<file path="src/rtl/move_applier.sv">
// -----------------------------------------------------------------------------
// move_applier
//
// Sequential board-state writer. Holds the 12 piece bitboards and applies one
// move per accepted request, updating the boards in place. It checks that the
// mover belongs to the side to move, handles captures, pawn promotion and
// castling rook relocation, and toggles the side to move.
//
// Ports
//   clk                        system clock, all state changes on rising edge
//   rst                        synchronous, active-high reset (start position)
//   move_valid / move_ready    move request handshake (see below)
//   from_sq, to_sq             squares, index = 8*rank + file (a1=0, h8=63)
//   promo                      promotion piece: 0 N, 1 B, 2 R, 3 Q
//   piece_bitboards_flattened  board k at [64*k +: 64];
//                              k=0..5 black P,N,B,R,Q,K; k=6..11 white same
//   white_to_move              1 = white's turn
//   done                       one-cycle pulse when a move finishes
//   error                      one-cycle pulse with done when move was rejected
//   state_dbg                  current FSM state, for observation only
//
// Handshake: a move is taken on a rising edge where move_valid & move_ready
// are both high. move_ready is high only in IDLE, so from_sq, to_sq, promo and
// move_valid are ignored while a move is in flight; the request fields are
// latched at acceptance and never re-read.
//
// Cycle plan (T = acceptance cycle): SCAN T+1..T+12, APPLY T+13, then DONE at
// T+14 for a normal or rejected move, or CASTLE at T+14 and DONE at T+15.
// -----------------------------------------------------------------------------
module move_applier (
  input  logic         clk,
  input  logic         rst,
  input  logic         move_valid,
  output logic         move_ready,
  input  logic [5:0]   from_sq,
  input  logic [5:0]   to_sq,
  input  logic [1:0]   promo,
  output logic [767:0] piece_bitboards_flattened,
  output logic         white_to_move,
  output logic         done,
  output logic         error,
  output logic [2:0]   state_dbg
);

  localparam logic [2:0] S_IDLE   = 3'd0;
  localparam logic [2:0] S_SCAN   = 3'd1;
  localparam logic [2:0] S_APPLY  = 3'd2;
  localparam logic [2:0] S_CASTLE = 3'd3;
  localparam logic [2:0] S_DONE   = 3'd4;

  // Board indices used by name in the move logic.
  localparam logic [3:0] B_PAWN   = 4'd0;
  localparam logic [3:0] B_KING   = 4'd5;
  localparam logic [3:0] W_PAWN   = 4'd6;
  localparam logic [3:0] W_KING   = 4'd11;
  localparam logic [3:0] B_ROOK   = 4'd3;
  localparam logic [3:0] W_ROOK   = 4'd9;

  logic [2:0]  state;
  logic [3:0]  scan_idx;
  logic [5:0]  from_r;
  logic [5:0]  to_r;
  logic [1:0]  promo_r;
  logic [3:0]  mover;
  logic        has_mover;
  logic [3:0]  victim;
  logic        has_victim;
  logic        reject_r;
  logic [63:0] boards [0:11];

  // ---------------------------------------------------------------------------
  // APPLY-stage decode, all from latched request and scan results.
  // ---------------------------------------------------------------------------
  logic        mover_white;
  logic        victim_white;
  logic        reject;
  logic        promote;
  logic [3:0]  dest_board;
  logic [2:0]  file_diff;
  logic        is_castle;

  always_comb begin
    mover_white  = (mover >= W_PAWN);
    victim_white = (victim >= W_PAWN);

    reject = 1'b0;
    if (!has_mover)                                 reject = 1'b1;
    if (mover_white != white_to_move)               reject = 1'b1;
    if (from_r == to_r)                             reject = 1'b1;
    if (has_victim && (victim_white == mover_white)) reject = 1'b1;

    // A pawn reaching its last rank lands on the promoted piece's board,
    // which sits 1+promo boards above that colour's pawn board.
    promote    = 1'b0;
    dest_board = mover;
    if (mover == W_PAWN && to_r[5:3] == 3'd7) begin
      promote    = 1'b1;
      dest_board = W_PAWN + 4'd1 + {2'b00, promo_r};
    end
    if (mover == B_PAWN && to_r[5:3] == 3'd0) begin
      promote    = 1'b1;
      dest_board = B_PAWN + 4'd1 + {2'b00, promo_r};
    end

    file_diff = (from_r[2:0] > to_r[2:0]) ? (from_r[2:0] - to_r[2:0])
                                          : (to_r[2:0] - from_r[2:0]);
    is_castle = ((mover == B_KING) || (mover == W_KING)) && (file_diff == 3'd2);
  end

  // ---------------------------------------------------------------------------
  // CASTLE-stage decode: rook squares on the king's rank.
  // ---------------------------------------------------------------------------
  logic [3:0] rook_board;
  logic [5:0] rook_from;
  logic [5:0] rook_to;

  always_comb begin
    rook_board = (mover == W_KING) ? W_ROOK : B_ROOK;
    if (to_r[2:0] == 3'd6) begin
      rook_from = {from_r[5:3], 3'd7};
      rook_to   = {from_r[5:3], 3'd5};
    end else begin
      rook_from = {from_r[5:3], 3'd0};
      rook_to   = {from_r[5:3], 3'd3};
    end
  end

  // ---------------------------------------------------------------------------
  // Main FSM and board storage.
  // ---------------------------------------------------------------------------
  always_ff @(posedge clk) begin
    if (rst) begin
      state         <= S_IDLE;
      scan_idx      <= 4'd0;
      from_r        <= 6'd0;
      to_r          <= 6'd0;
      promo_r       <= 2'd0;
      mover         <= 4'd0;
      has_mover     <= 1'b0;
      victim        <= 4'd0;
      has_victim    <= 1'b0;
      reject_r      <= 1'b0;
      white_to_move <= 1'b1;
      boards[0]     <= 64'h00FF_0000_0000_0000;
      boards[1]     <= 64'h4200_0000_0000_0000;
      boards[2]     <= 64'h2400_0000_0000_0000;
      boards[3]     <= 64'h8100_0000_0000_0000;
      boards[4]     <= 64'h0800_0000_0000_0000;
      boards[5]     <= 64'h1000_0000_0000_0000;
      boards[6]     <= 64'h0000_0000_0000_FF00;
      boards[7]     <= 64'h0000_0000_0000_0042;
      boards[8]     <= 64'h0000_0000_0000_0024;
      boards[9]     <= 64'h0000_0000_0000_0081;
      boards[10]    <= 64'h0000_0000_0000_0008;
      boards[11]    <= 64'h0000_0000_0000_0010;
    end else begin
      case (state)
        S_IDLE: begin
          if (move_valid) begin
            from_r     <= from_sq;
            to_r       <= to_sq;
            promo_r    <= promo;
            scan_idx   <= 4'd0;
            has_mover  <= 1'b0;
            has_victim <= 1'b0;
            reject_r   <= 1'b0;
            state      <= S_SCAN;
          end
        end

        S_SCAN: begin
          if (boards[scan_idx][from_r]) begin
            mover     <= scan_idx;
            has_mover <= 1'b1;
          end
          if (boards[scan_idx][to_r]) begin
            victim     <= scan_idx;
            has_victim <= 1'b1;
          end
          if (scan_idx == 4'd11) begin
            state <= S_APPLY;
          end else begin
            scan_idx <= scan_idx + 4'd1;
          end
        end

        S_APPLY: begin
          if (reject) begin
            reject_r <= 1'b1;
            state    <= S_DONE;
          end else begin
            // Later non-blocking writes win: clear the target square
            // everywhere (capture), clear the origin, then place the piece.
            for (int k = 0; k < 12; k++) begin
              boards[k][to_r] <= 1'b0;
            end
            boards[mover][from_r]   <= 1'b0;
            boards[dest_board][to_r] <= 1'b1;
            if (is_castle && !promote) begin
              state <= S_CASTLE;
            end else begin
              white_to_move <= ~white_to_move;
              state         <= S_DONE;
            end
          end
        end

        S_CASTLE: begin
          // A missing rook leaves the board alone; the upstream checker owns
          // castling legality.
          if (boards[rook_board][rook_from]) begin
            boards[rook_board][rook_from] <= 1'b0;
            boards[rook_board][rook_to]   <= 1'b1;
          end
          white_to_move <= ~white_to_move;
          state         <= S_DONE;
        end

        S_DONE: begin
          state <= S_IDLE;
        end

        default: begin
          state <= S_IDLE;
        end
      endcase
    end
  end

  assign move_ready = (state == S_IDLE);
  assign done       = (state == S_DONE);
  assign error      = (state == S_DONE) && reject_r;
  assign state_dbg  = state;

  for (genvar g = 0; g < 12; g++) begin : g_flat
    assign piece_bitboards_flattened[64*g +: 64] = boards[g];
  end

endmodule

</file>
<file path="config.mk">
export PLATFORM = sky130hd
export DESIGN_NAME = move_applier
export DESIGN_NICKNAME = d
export VERILOG_FILES = /design/src/rtl/move_applier.sv
export SDC_FILE = /design/constraint.sdc
export NUM_CORES = 2
export LEC_CHECK = 0
export CAP_MARGIN = 20
export CORE_MARGIN = 2
export CORE_UTILIZATION = 40
export CTS_CLUSTER_DIAMETER = 80
export DETAILED_ROUTE_END_ITERATION = 8
export DONT_BUFFER_PORTS = 1
export HOLD_SLACK_MARGIN = 0.02
export PLACE_DENSITY = 0.64
export SKIP_LAST_GASP = 1
export SYNTH_ARGS = -nofsm -noshare
export SYNTH_HDL_FRONTEND = slang
export SYNTH_SLANG_ARGS = --single-unit
export TNS_END_PERCENT = 30
</file>
<file path="constraint.sdc">
create_clock -name clk -period 8.95 [get_ports clk]
set_input_delay 1.79 -clock clk [delete_from_list [all_inputs] [get_ports clk]]
set_output_delay 1.79 -clock clk [all_outputs]
set_load 0.01 [all_outputs]
</file>
======== Word level (Yosys, flattened, before mapping) ========
Memories as Yosys holds them, arrays and structs flattened. A register that Yosys moved wholly into a read port is not among the register bits.
Cells that the tools add are included.
word-level totals
  register bits after elaboration ......... 33
  output and inout bits ................... 775
  memory bits (writable) .................. 768
  memories kept ........................... 1
  logic and storage cells ................. 1,804
memories
  name    words  width  rd ports  clocked after memory_dff  wr ports  line  source
  boards  12     64     14        1                         14        69    logic [63:0] boards [0:11];
operators by class
  reduce and logical (&&, ||, !) cells .... 28
  add/subtract/negate cells ............... 5
  equal/unequal tests ..................... 22
  multiplexer cells ....................... 893
  bitwise logic cells ..................... 833
  magnitude comparators ................... 11
operators with widths
  cell                                                         count
  2-to-1 mux 1 bit                                             859
  bitwise OR 1 bit                                             832
  2-to-1 mux 64 bit                                            6
  OR reduction 64 bit                                          1
  2-to-1 mux 4 bit                                             8
  less-than comparator 6 x 7 -> 1 bit (second input constant)  4
  demux 1 bit (select 6 bit)                                   4
  >= comparator 6 x 1 -> 1 bit (second input constant)         4
  2-to-1 mux 3 bit                                             7
  binary-select mux 1 bit (select 6 bit)                       3
  inequality test 2 bit (second input constant)                8
  AND reduction 3 bit                                          5
  one-hot mux 3 bit (4 select lines)                           1
  logical AND 1 bit                                            10
  == test 3 x 2 -> 1 bit (second input constant)               3
  == test 3 bit (second input constant)                        3
  == test 4 x 3 -> 1 bit (second input constant)               2
  == test 4 bit (second input constant)                        2
  >= comparator 4 x 3 -> 1 bit (second input constant)         2
  one-hot mux 1 bit (2 select lines)                           4
  one-hot mux 4 bit (2 select lines)                           1
  AND reduction 2 bit                                          4
  == test 6 bit                                                1
  zero test 3 bit                                              2
  13 further kinds                                             16

======== Longest topological paths before layout ========
An unclocked memory read counts as a cell.
  word-level depth ........................ 12
  mapped depth ............................ 16
  depth with buffers taken out ............ 12

======== Worst setup path before layout ========
OpenSTA, ideal clock, no wires.
  path type ............................... input to register
  start point ............................. in rst
  end point ............................... mem boards[10][51]
  data required time ...................... 8.822 ns
  data arrival time ....................... 3.508 ns
  path slack .............................. 5.314 ns
  path buffers ............................ 3
  stages on the path ...................... 9
  cell sequence ........................... clkinv_1 nand3_1 clkbuf_1 nor3_1 clkbuf_1 nand2_1 clkbuf_1 o2111ai_1 o21ai_0
RTL lines
  element             line  source
  start: declaration  32    input logic rst,
  end: declaration    69

==> results.tsv <==
metric	value	unit
synth_seq_cells	1060	
hp-start	victim[1]	
dieArea	125400	sq um
rows	128	
cts_resized	0	
clkTransAtPathRegs	0.07	ns
cts_setup_buffers	0	
worstSetupPathType	reg2reg	
final-hold-violation-count	0	
finalSetupViolCount	0	
ys.flop_type	dfxtp_1	
cts_sinks	1060	
max_freq	0.1689	GHz
cts_inserted_buffers	114	
place_ws	3.124	ns
synth_nets	5180	
setup-tns-final	0	ns
h-tree-depth	3	
hpwlAfterDp	167.5	mm
worstSetupStartpointType	flop	
r2r_end	boards[7][52]	
cp.required	9.54	ns
drive_gt1_frac	0.1110	
hold_end	victim[1]	
grt_usage	0.3975	
root_buffer	clkbuf_16	
wl_per_cell	40.46	um
r2r_start	mover[1]	
synth-async-reset-ratio	0	
maxCapViolations	0	
vias	48160	
finClkSkew	0.05511	ns
antenna_found_initial	18	
worstPathArrival	6.51	ns
io_pins	792	
grt_pass1_vias	43240	
die_h	354.2	um
slew_headroom	0.1629	
drcViolationCount	0	
postRouteWirelength	261.8	mm
postRouteAntennaNets	0	
ff2ff_path_depth	12	
post-route-period-util	0.6614	
synth-edff-count	0	
start_util	0.4030	
cts_hold_buf	0	
via_per_inst	7.443	
most-common-layout-cells	1203 x o21ai_0, 1056 x dfxtp_1, 649 x o2111ai_1	
hp-class	reg2reg	
setup_ws	3.030	ns
grt_max_degree	209	
grt_pass1_wl	358.8	mm
place_congestion	0.9938	
clk_latency	0.80	ns
mostFrequentLayoutCell	o21ai_0	
fill_cells	11740	
cts_tree	built	
yosysWarnings	0	
r2r_slack	3.03	ns
p_leak	16.16	nW
first_pass_iters	9	
worstMarginPinSlew	1.256	ns
syn_avg_cell_area	9.519	sq um
ys_seq_area_frac	0.4326	
gr-total-overflow	0	
slew_violations	0	
vdd_drop_max	194.3	uV
end_kind	flop	
area_growth	9.048	%
synth.cell_area	49050	sq um
die_w	354.2	um
cts.path.max_buffers	3	
synth_cell_type_count	76	
drt_iter0_drc	7470	
power_density	191.8	nW/um^2
io_buffer_count	0	
period_needed	5.920	ns
core	121700	sq um
status	completed	
rsz0062_at_grt	no	
hold_path_depth	2	
num-nets-final	4778	
syn_inst	5153	
critical_path.max_fanout	33	
## state kept, by name, summed over array words and instances (netlist names), named ones only
register and flops:
promo_r 2, has_victim 1, reject_r 1, boards 1024, white_to_move 1, has_mover 1, scan_idx 4, state_dbg 3
from_r 6, victim 3, to_r 6, mover 4
## final cells by class
| class | count | area, sq um | area share |
|---|---|---|---|
| clock inverter | 36 | 504.2 | 0.009427 |
| antenna | 7 | 17.52 | 0.0003275 |
| clock buffer | 167 | 3284 | 0.06140 |
| timing repair buffer | 102 | 827.0 | 0.01546 |
| inverter | 22 | 90.09 | 0.001684 |
| multi-input combinational | 3451 | 25500 | 0.4767 |
| sequential | 1060 | 21230 | 0.3970 |
| tap | 1625 | 2033 | 0.03801 |
## cells by family after synthesis
family,after synthesis,synth area share
compound gates,2291,0.3016
flops,1060,0.4326
simple gates,687,0.06477
buf+inv,642,0.05507
mux,455,0.1417
fa+ha+maj,10,0.002857
xor+xnor,8,0.001428
## where the power goes
group / internal (mW) / switching (mW)
sequential: 4.72 / 0.0279
clock: 2.78 / 2.12
combinational: 0.127 / 0.483
## worst max-delay path: stages (launching register included)
cell       delay [ns]
dfxtp_1          0.77
nand4b_1         0.74
buf_8            0.39
mux4_2           0.48
mux4_2           0.55
nand2b_1         0.19
a21oi_1          0.11
buf_4            0.21
nor3b_1          0.54
nand3_4          0.61
buf_4            0.60
o2111ai_1        0.29
o21ai_0          0.12
## metal layers
metal	share of wire	up-vias	GRT usage
met4	0.070	6	0.2281
met5	0.00022	-	0
li1	-	19520	-
met2	0.43	3921	0.5895
met1	0.36	23710	0.4831
met3	0.14	997	0.1669
## through the flow
step                hold WS (ns)  std cells  utilization  total power, mW  area (sq um)
floorplan                 0.4325       5153            -            5.169         49050
global placement          0.4426       6258       0.4080            5.429         49660
detailed placement        0.4490       6259       0.4081            5.430         49670
CTS                       0.4574       6462       0.4392            10.22         53460
global route              0.4719       6464       0.4393            10.44         53470
finish                    0.4619       6470       0.4395            10.26         53490
## synth_stat cells (8+ instances only)
| cell | number | area share |
|---|---|---|
| a211oi_1 | 10 | 0.0015 |
| a21oi_1 | 51 | 0.0052 |
| a22oi_1 | 62 | 0.0095 |
| a31oi_1 | 16 | 0.0020 |
| and2_1 | 9 | 0.0011 |
| and3_1 | 15 | 0.0019 |
| buf_1 | 24 | 0.0018 |
| buf_2 | 55 | 0.0056 |
| buf_4 | 27 | 0.0041 |
| buf_6 | 14 | 0.0032 |
| clkbuf_1 | 499 | 0.038 |
| dfxtp_1 | 1060 | 0.43 |
| ha_1 | 8 | 0.0020 |
| inv_1 | 17 | 0.0013 |
| mux2_2 | 12 | 0.0028 |
| mux2i_1 | 254 | 0.052 |
| mux4_2 | 185 | 0.085 |
| nand2_1 | 273 | 0.021 |
| nand2b_1 | 17 | 0.0022 |
| nand3_1 | 103 | 0.011 |
| nand3b_1 | 9 | 0.0014 |
| nand4_1 | 16 | 0.0020 |
| nor2_1 | 135 | 0.010 |
| nor2b_1 | 20 | 0.0026 |
| nor3_1 | 33 | 0.0034 |
| nor3b_1 | 15 | 0.0023 |
| nor4_1 | 18 | 0.0023 |
| o2111ai_1 | 650 | 0.12 |
| o211ai_1 | 29 | 0.0044 |
| o21ai_0 | 1203 | 0.12 |
| o221ai_1 | 65 | 0.012 |
| o22ai_1 | 153 | 0.020 |
## worst max path at each step
stage / startpoint / endpoint / cells past startpoint
after floorplan: rst / boards[10][51] / 9
after global placement: mover[1] / boards[7][16] / 11
after detailed placement: to_r[1] / boards[7][19] / 11
after CTS: to_r[1] / boards[7][52] / 11
after global routing: mover[1] / boards[7][60] / 12
final: mover[1] / boards[7][52] / 12
No activity file was read; power rests on OpenSTA's default activity.
